[src/rtl/punc_mem_arbiter_if.sv]
// Bundles the two requester ports and the memory port of punc_mem_arbiter.
// The slave modport is the arbiter side; the master modport is the requester/memory side.
interface punc_mem_arbiter_if #(
  parameter int AW = 16,
  parameter int DW = 16
);
  logic          req0_valid, req1_valid;
  logic          req0_we, req1_we;
  logic [AW-1:0] req0_addr, req1_addr;
  logic [DW-1:0] req0_wdata, req1_wdata;
  logic          req0_ready, req1_ready;
  logic          req0_rvalid, req1_rvalid;
  logic [DW-1:0] req0_rdata, req1_rdata;
  logic          mem_en;
  logic          mem_we;
  logic [AW-1:0] mem_addr;
  logic [DW-1:0] mem_wdata;
  logic [DW-1:0] mem_rdata;
  logic          busy;
  logic          owner;

  modport slave (
    input  req0_valid, req1_valid, req0_we, req1_we,
           req0_addr, req1_addr, req0_wdata, req1_wdata, mem_rdata,
    output req0_ready, req1_ready, req0_rvalid, req1_rvalid,
           req0_rdata, req1_rdata, mem_en, mem_we, mem_addr, mem_wdata,
           busy, owner
  );

  modport master (
    output req0_valid, req1_valid, req0_we, req1_we,
           req0_addr, req1_addr, req0_wdata, req1_wdata, mem_rdata,
    input  req0_ready, req1_ready, req0_rvalid, req1_rvalid,
           req0_rdata, req1_rdata, mem_en, mem_we, mem_addr, mem_wdata,
           busy, owner
  );
endinterface

[src/rtl/punc_mem_arbiter.sv]
// Two-requester arbiter/sequencer for the single PUnC memory port (one transaction in flight).
// Define PUNC_ARB_RR_EN for round-robin conflict resolution; otherwise requester 0 has fixed priority.
module punc_mem_arbiter #(
  parameter int AW = 16,
  parameter int DW = 16
) (
  input logic                clk,
  input logic                rst,
  punc_mem_arbiter_if.slave  bus
);

  typedef enum logic [1:0] {IDLE, ACCESS, RESP} state_t;

  state_t        state, state_nxt;
  logic          owner_q;
  logic          lat_we;
  logic [AW-1:0] lat_addr;
  logic [DW-1:0] lat_wdata;
  logic          any_valid;
  logic          win1;
  logic          accept;

  assign any_valid = bus.req0_valid | bus.req1_valid;
  assign accept    = !rst && (state == IDLE) && any_valid;

`ifdef PUNC_ARB_RR_EN
  logic last_grant;

  // On a conflict the requester that did not win last time goes first.
  assign win1 = bus.req1_valid && (!bus.req0_valid || !last_grant);

  always_ff @(posedge clk) begin
    if (rst)         last_grant <= 1'b1;
    else if (accept) last_grant <= win1;
  end
`else
  assign win1 = bus.req1_valid && !bus.req0_valid;
`endif

  // NOTE: state and latched request use <= so every register samples pre-edge values together.
  always_ff @(posedge clk) begin
    if (rst) begin
      state     <= IDLE;
      owner_q   <= 1'b0;
      lat_we    <= 1'b0;
      lat_addr  <= '0;
      lat_wdata <= '0;
    end else begin
      state <= state_nxt;
      if (accept) begin
        owner_q   <= win1;
        lat_we    <= win1 ? bus.req1_we    : bus.req0_we;
        lat_addr  <= win1 ? bus.req1_addr  : bus.req0_addr;
        lat_wdata <= win1 ? bus.req1_wdata : bus.req0_wdata;
      end
    end
  end

  // NOTE: next state gets a default before the case so no path can infer a latch.
  always_comb begin
    state_nxt = state;
    case (state)
      IDLE:    if (any_valid) state_nxt = ACCESS;
      ACCESS:  state_nxt = lat_we ? IDLE : RESP;
      RESP:    state_nxt = IDLE;
      default: state_nxt = IDLE;
    endcase
  end

  // Strobes are gated by rst so a reset cycle can never issue or complete anything.
  always_comb begin
    bus.req0_ready  = accept && !win1;
    bus.req1_ready  = accept && win1;
    bus.mem_en      = !rst && (state == ACCESS);
    bus.mem_we      = !rst && (state == ACCESS) && lat_we;
    bus.mem_addr    = lat_addr;
    bus.mem_wdata   = lat_wdata;
    bus.req0_rvalid = !rst && (state == RESP) && !owner_q;
    bus.req1_rvalid = !rst && (state == RESP) && owner_q;
    bus.req0_rdata  = bus.req0_rvalid ? bus.mem_rdata : '0;
    bus.req1_rdata  = bus.req1_rvalid ? bus.mem_rdata : '0;
    bus.busy        = !rst && (state != IDLE);
    bus.owner       = owner_q;
  end

endmodule
[src/flat_wrapper.sv]
// flat-port wrapper written by rule: the top's interface ports become plain ports
module punc_mem_arbiter_flat 
#(
  parameter int AW = 16,
  parameter int DW = 16
)
  (clk, rst, bus_req0_valid, bus_req1_valid, bus_req0_we, bus_req1_we, bus_req0_addr, bus_req1_addr, bus_req0_wdata, bus_req1_wdata, bus_mem_rdata, bus_req0_ready, bus_req1_ready, bus_req0_rvalid, bus_req1_rvalid, bus_req0_rdata, bus_req1_rdata, bus_mem_en, bus_mem_we, bus_mem_addr, bus_mem_wdata, bus_busy, bus_owner);
  punc_mem_arbiter_if #(.AW(AW), .DW(DW)) bus_i ();
  input logic clk;
  input logic rst;
  input wire logic [$bits(bus_i.req0_valid)-1:0] bus_req0_valid;
  input wire logic [$bits(bus_i.req1_valid)-1:0] bus_req1_valid;
  input wire logic [$bits(bus_i.req0_we)-1:0] bus_req0_we;
  input wire logic [$bits(bus_i.req1_we)-1:0] bus_req1_we;
  input wire logic [$bits(bus_i.req0_addr)-1:0] bus_req0_addr;
  input wire logic [$bits(bus_i.req1_addr)-1:0] bus_req1_addr;
  input wire logic [$bits(bus_i.req0_wdata)-1:0] bus_req0_wdata;
  input wire logic [$bits(bus_i.req1_wdata)-1:0] bus_req1_wdata;
  input wire logic [$bits(bus_i.mem_rdata)-1:0] bus_mem_rdata;
  output wire logic [$bits(bus_i.req0_ready)-1:0] bus_req0_ready;
  output wire logic [$bits(bus_i.req1_ready)-1:0] bus_req1_ready;
  output wire logic [$bits(bus_i.req0_rvalid)-1:0] bus_req0_rvalid;
  output wire logic [$bits(bus_i.req1_rvalid)-1:0] bus_req1_rvalid;
  output wire logic [$bits(bus_i.req0_rdata)-1:0] bus_req0_rdata;
  output wire logic [$bits(bus_i.req1_rdata)-1:0] bus_req1_rdata;
  output wire logic [$bits(bus_i.mem_en)-1:0] bus_mem_en;
  output wire logic [$bits(bus_i.mem_we)-1:0] bus_mem_we;
  output wire logic [$bits(bus_i.mem_addr)-1:0] bus_mem_addr;
  output wire logic [$bits(bus_i.mem_wdata)-1:0] bus_mem_wdata;
  output wire logic [$bits(bus_i.busy)-1:0] bus_busy;
  output wire logic [$bits(bus_i.owner)-1:0] bus_owner;
  assign bus_i.req0_valid = bus_req0_valid;
  assign bus_i.req1_valid = bus_req1_valid;
  assign bus_i.req0_we = bus_req0_we;
  assign bus_i.req1_we = bus_req1_we;
  assign bus_i.req0_addr = bus_req0_addr;
  assign bus_i.req1_addr = bus_req1_addr;
  assign bus_i.req0_wdata = bus_req0_wdata;
  assign bus_i.req1_wdata = bus_req1_wdata;
  assign bus_i.mem_rdata = bus_mem_rdata;
  assign bus_req0_ready = bus_i.req0_ready;
  assign bus_req1_ready = bus_i.req1_ready;
  assign bus_req0_rvalid = bus_i.req0_rvalid;
  assign bus_req1_rvalid = bus_i.req1_rvalid;
  assign bus_req0_rdata = bus_i.req0_rdata;
  assign bus_req1_rdata = bus_i.req1_rdata;
  assign bus_mem_en = bus_i.mem_en;
  assign bus_mem_we = bus_i.mem_we;
  assign bus_mem_addr = bus_i.mem_addr;
  assign bus_mem_wdata = bus_i.mem_wdata;
  assign bus_busy = bus_i.busy;
  assign bus_owner = bus_i.owner;
  punc_mem_arbiter #(.AW(AW), .DW(DW)) u_core (.clk(clk), .rst(rst), .bus(bus_i));
endmodule
[config.mk]
export PLATFORM = sky130hd
export DESIGN_NAME = punc_mem_arbiter_flat
export DESIGN_NICKNAME = d
export VERILOG_FILES = /design/src/rtl/punc_mem_arbiter_if.sv /design/src/rtl/punc_mem_arbiter.sv /design/src/flat_wrapper.sv
export SDC_FILE = /design/constraint.sdc
export NUM_CORES = 1
export LEC_CHECK = 0
export CAP_MARGIN = 10
export CORE_AREA = 5 5 74 90
export CTS_CLUSTER_DIAMETER = 200
export DETAILED_ROUTE_END_ITERATION = 16
export DIE_AREA = 0 0 79 95
export PLACE_DENSITY_LB_ADDON = 0.25
export SLEW_MARGIN = 10
export SYNTH_ARGS = -nofsm -noshare
export SYNTH_HDL_FRONTEND = slang
export SYNTH_SLANG_ARGS = --single-unit
export TNS_END_PERCENT = 100
[constraint.sdc]
create_clock -name clk -period 3.8 [get_ports clk]
set_input_delay 0.57 -clock clk [delete_from_list [all_inputs] [get_ports clk]]
set_output_delay 0.57 -clock clk [all_outputs]
set_load 0.05 [all_outputs]
==> metrics.txt <==
Max-Cap Viols 0; post-CTS setup buffer count 0; Net Sw Frac 0.3420; H-tree depth 2; Synth Area in Adders 0; delay-heaviest family, CP buffers and inverters; die extent in y ~95 µm; R2R Path End u_core.bus.mem_addr[12]$_SDFFE_PP0P_; Slowest Stage Delay on Critical Path 790 ps; Critical Path RT 3230 ps; reg2reg setup slack 2170 ps; Post-Syn Nets between 200 and 300; crit-path most repeated cell clkdlybuf4s50_1; Core Util, Final 0.6428; Total GRT Usage 0.1515; Post-Synth Simple-Gate Area 0.2145; Max-slew headroom 0.5503; worst slew pin tran 671.7 ps; worst r2r src u_core.state[1]$_SDFFE_PP0P_; antenna-violating nets left 0; largest net degree at the start of global routing 35; Synth Area in XOR/XNOR 0; Hold Path End u_core.state[1]$_SDFFE_PP0P_; routed vias 1891; setup ws final 629.4 ps; core box area 0.005779 mm²; Buf+Inv Stages, Crit Path 2; Worst Hold Class reg -> reg; Hold Buf Count CTS 0; Worst-path clk slew roughly 70 ps; Clock Latency Late Sink roughly 280 ps; Final setup viols 0; CTS Sinks 36; count of state elements after synthesis 36; initial antenna violation count 0; post-route DRC violation count 0; clock share of power 0.236; WL per Instance 14.98 µm; register share of total power 0.377; critical path class in -> out; Logic pwr share 0.386; Max IR drop VDD 0.2807 mV; power density over cell area 315.3 mW/mm²; DP Area 0.003625 mm²; Rows 31; gr ovfl total 0; # port buffers ~160; CP Capture Type primary output; post-synthesis cell count roughly 180; post-detail-place hpwl a little under 5000 µm; Yosys top cell by area dfxtp_1; post-synth top area share 0.3733; status completed; Hold Path Depth 1; Post-Syn Area 0.001931 mm²; static leakage 0.001508 µW; CTS tree yes; Final nets 422; proportion of synthesized area in mux cells 0.2437; drt initial violations 47; Post-Route WL 6037 µm; Area growth syn-to-layout 92.42%; vias in the first global route 1796; crit path max-delay cell type clkdlybuf4s50_1; post-layout minimum cycle time 3171 ps; placer congestion estimate 0.7253; die area 0.007505 mm²; n_diodes 0; Area contributors post-synth dfxtp_1 37%, mux2i_1 24%, and2_1 11%; largest family of logic cells by synthesized area multiplexers; starting density of the core 0.3341; Final Hold Viols 0; Place WS 601.6 ps; Tcrit/Tclk final 0.8344; Ys Warns 0; post-route cell area 0.003715 mm²; CTS Buffer Depth 2; hold path startpoint u_core.lat_we$_SDFFE_PP0P_; CP Max Fanout 16; library cells used by synthesis 27; Resize count post-CTS 0; Vias/cell 4.692; Syn Area/Cell between 10 and 15 µm²; cell depth of the worst flop-to-flop path 4; # IOs 158; Seq/Total Area, Yosys 0.3733; chip width between 70 and 80 µm; P_sw 400.7 µW; RSZ-0062 raised after global routing no; crit-path cells clkdlybuf4s50_1 -> nor3b_1 -> and2_1 -> clkdlybuf4s50_1; WP data arrival 2600 ps; fillers 486; clock skew 2.893 ps; CTS Buf Count 5; Final TNS setup 0 ps; First-pass DRT Iterations 3; Pint 770.8 µW; Final Max Tran Viols 0; clock root buffer clkbuf_8; achievable clock frequency 0.3154 GHz; Synth Area in Compound Gates 0.1050; first-pass GRT wire length 8942 µm; ratio of cells with drive above 1 in the final layout 0.1543; crit start category primary input
==> placed cells by master, fill, tap and decap left out, types with 2 or more instances in the layout <==
cell	synthesis	final
nor2_1	3	3
o2bb2ai_1	17	17
clkdlybuf4s50_1	0	121
clkbuf_8	0	6
dfxtp_1	36	36
mux2i_1	47	47
and2_1	33	33
a211oi_1	2	2
clkbuf_1	2	2
a21oi_1	3	3
nand2b_1	14	14
buf_4	4	21
buf_12	0	18
==> how the worst max path moves through the flow <==
stage          from                end  slack (ps)  depth (start not counted)
2_1_floorplan   rst         bus_mem_we         670                          3
3_3_place_gp    rst         bus_mem_we         590                          4
3_5_place_dp    rst         bus_mem_we         600                          4
4_1_cts         rst         bus_mem_we         590                          4
5_1_grt         rst  bus_req0_rdata[1]         480                          5
6_report        rst         bus_mem_we         630                          4
==> power groups by stage <==
stage                     Combinational, µW  Clock (µW)  Sequential [µW]
after CTS                               459         285              442
final                                   453         277              442
after detailed placement                457           0              450
after global routing                    475         301              448
after floorplan                         130           0              578
after global placement                  454           0              449
==> metal layers <==
layer / track usage / routed length, µm / vias to the layer above
li1: - / - / 957
met3: 0.05439 / 721 / 6
met1: 0.1703 / 2310 / 821
met4: 0.04728 / 61 / 0
met5: 0 / 0 / -
met2: 0.2662 / 2943 / 107
==> logic make-up after synthesis <==
family / after synthesis
flops: 36
simple gates: 61
buf+inv: 15
compound gates: 24
mux: 47
==> worst register-to-register path: cells and delay by family, from the launching register on <==
kind / cells / cell delay, ps
AND/OR/NAND/NOR: 2 / 610
multiplexers: 1 / 140
flip-flops: 1 / 380
buffers and inverters: 1 / 380
==> synth_stat cells <==
| library cell | instances |
|---|---|
| a211oi_1 | 2 |
| a21oi_1 | 3 |
| a21oi_4 | 1 |
| and2_1 | 33 |
| and2b_1 | 1 |
| and4bb_2 | 1 |
| buf_2 | 2 |
| buf_4 | 4 |
| buf_6 | 5 |
| buf_8 | 1 |
| clkbuf_1 | 2 |
| dfxtp_1 | 36 |
| inv_1 | 1 |
| mux2i_1 | 47 |
| nand2b_1 | 14 |
| nand3_1 | 1 |
| nand3b_2 | 1 |
| nor2_1 | 3 |
| nor2_4 | 1 |
| nor2b_1 | 1 |
| nor3_1 | 1 |
| nor3b_1 | 1 |
| nor3b_2 | 1 |
| nor4b_4 | 1 |
| o2bb2ai_1 | 17 |
| o31ai_1 | 1 |
| or2_0 | 1 |
==> registers in the layout, indices dropped and copies added (netlist names) <==
| signal | cells |
|---|---|
| u_core.state | 2 |
| u_core.lat_we | 1 |
| u_core.bus.owner | 1 |
| u_core.bus.mem_addr | 16 |
| u_core.bus.mem_wdata | 16 |
==> layout make-up <==
class                      instances  area (µm²)  share of cell area
sequential                        36       720.7              0.1940
inverter                           1       3.754            0.001010
tap                               66       82.58             0.02223
multi-input combinational        132        1089              0.2930
clock buffer                       8       90.09             0.02425
timing repair buffer             160        1729              0.4655
==> through the flow <==
step | hold WS, ps | std cells | total power [µW]
CTS | 455.0 | 403 | 1185
floorplan | 406.5 | 183 | 708.2
finish | 449.3 | 403 | 1171
detailed placement | 444.5 | 395 | 906.9
global placement | 439.7 | 395 | 902.7
global route | 462.3 | 403 | 1224
(Power assumes the default switching activity.)
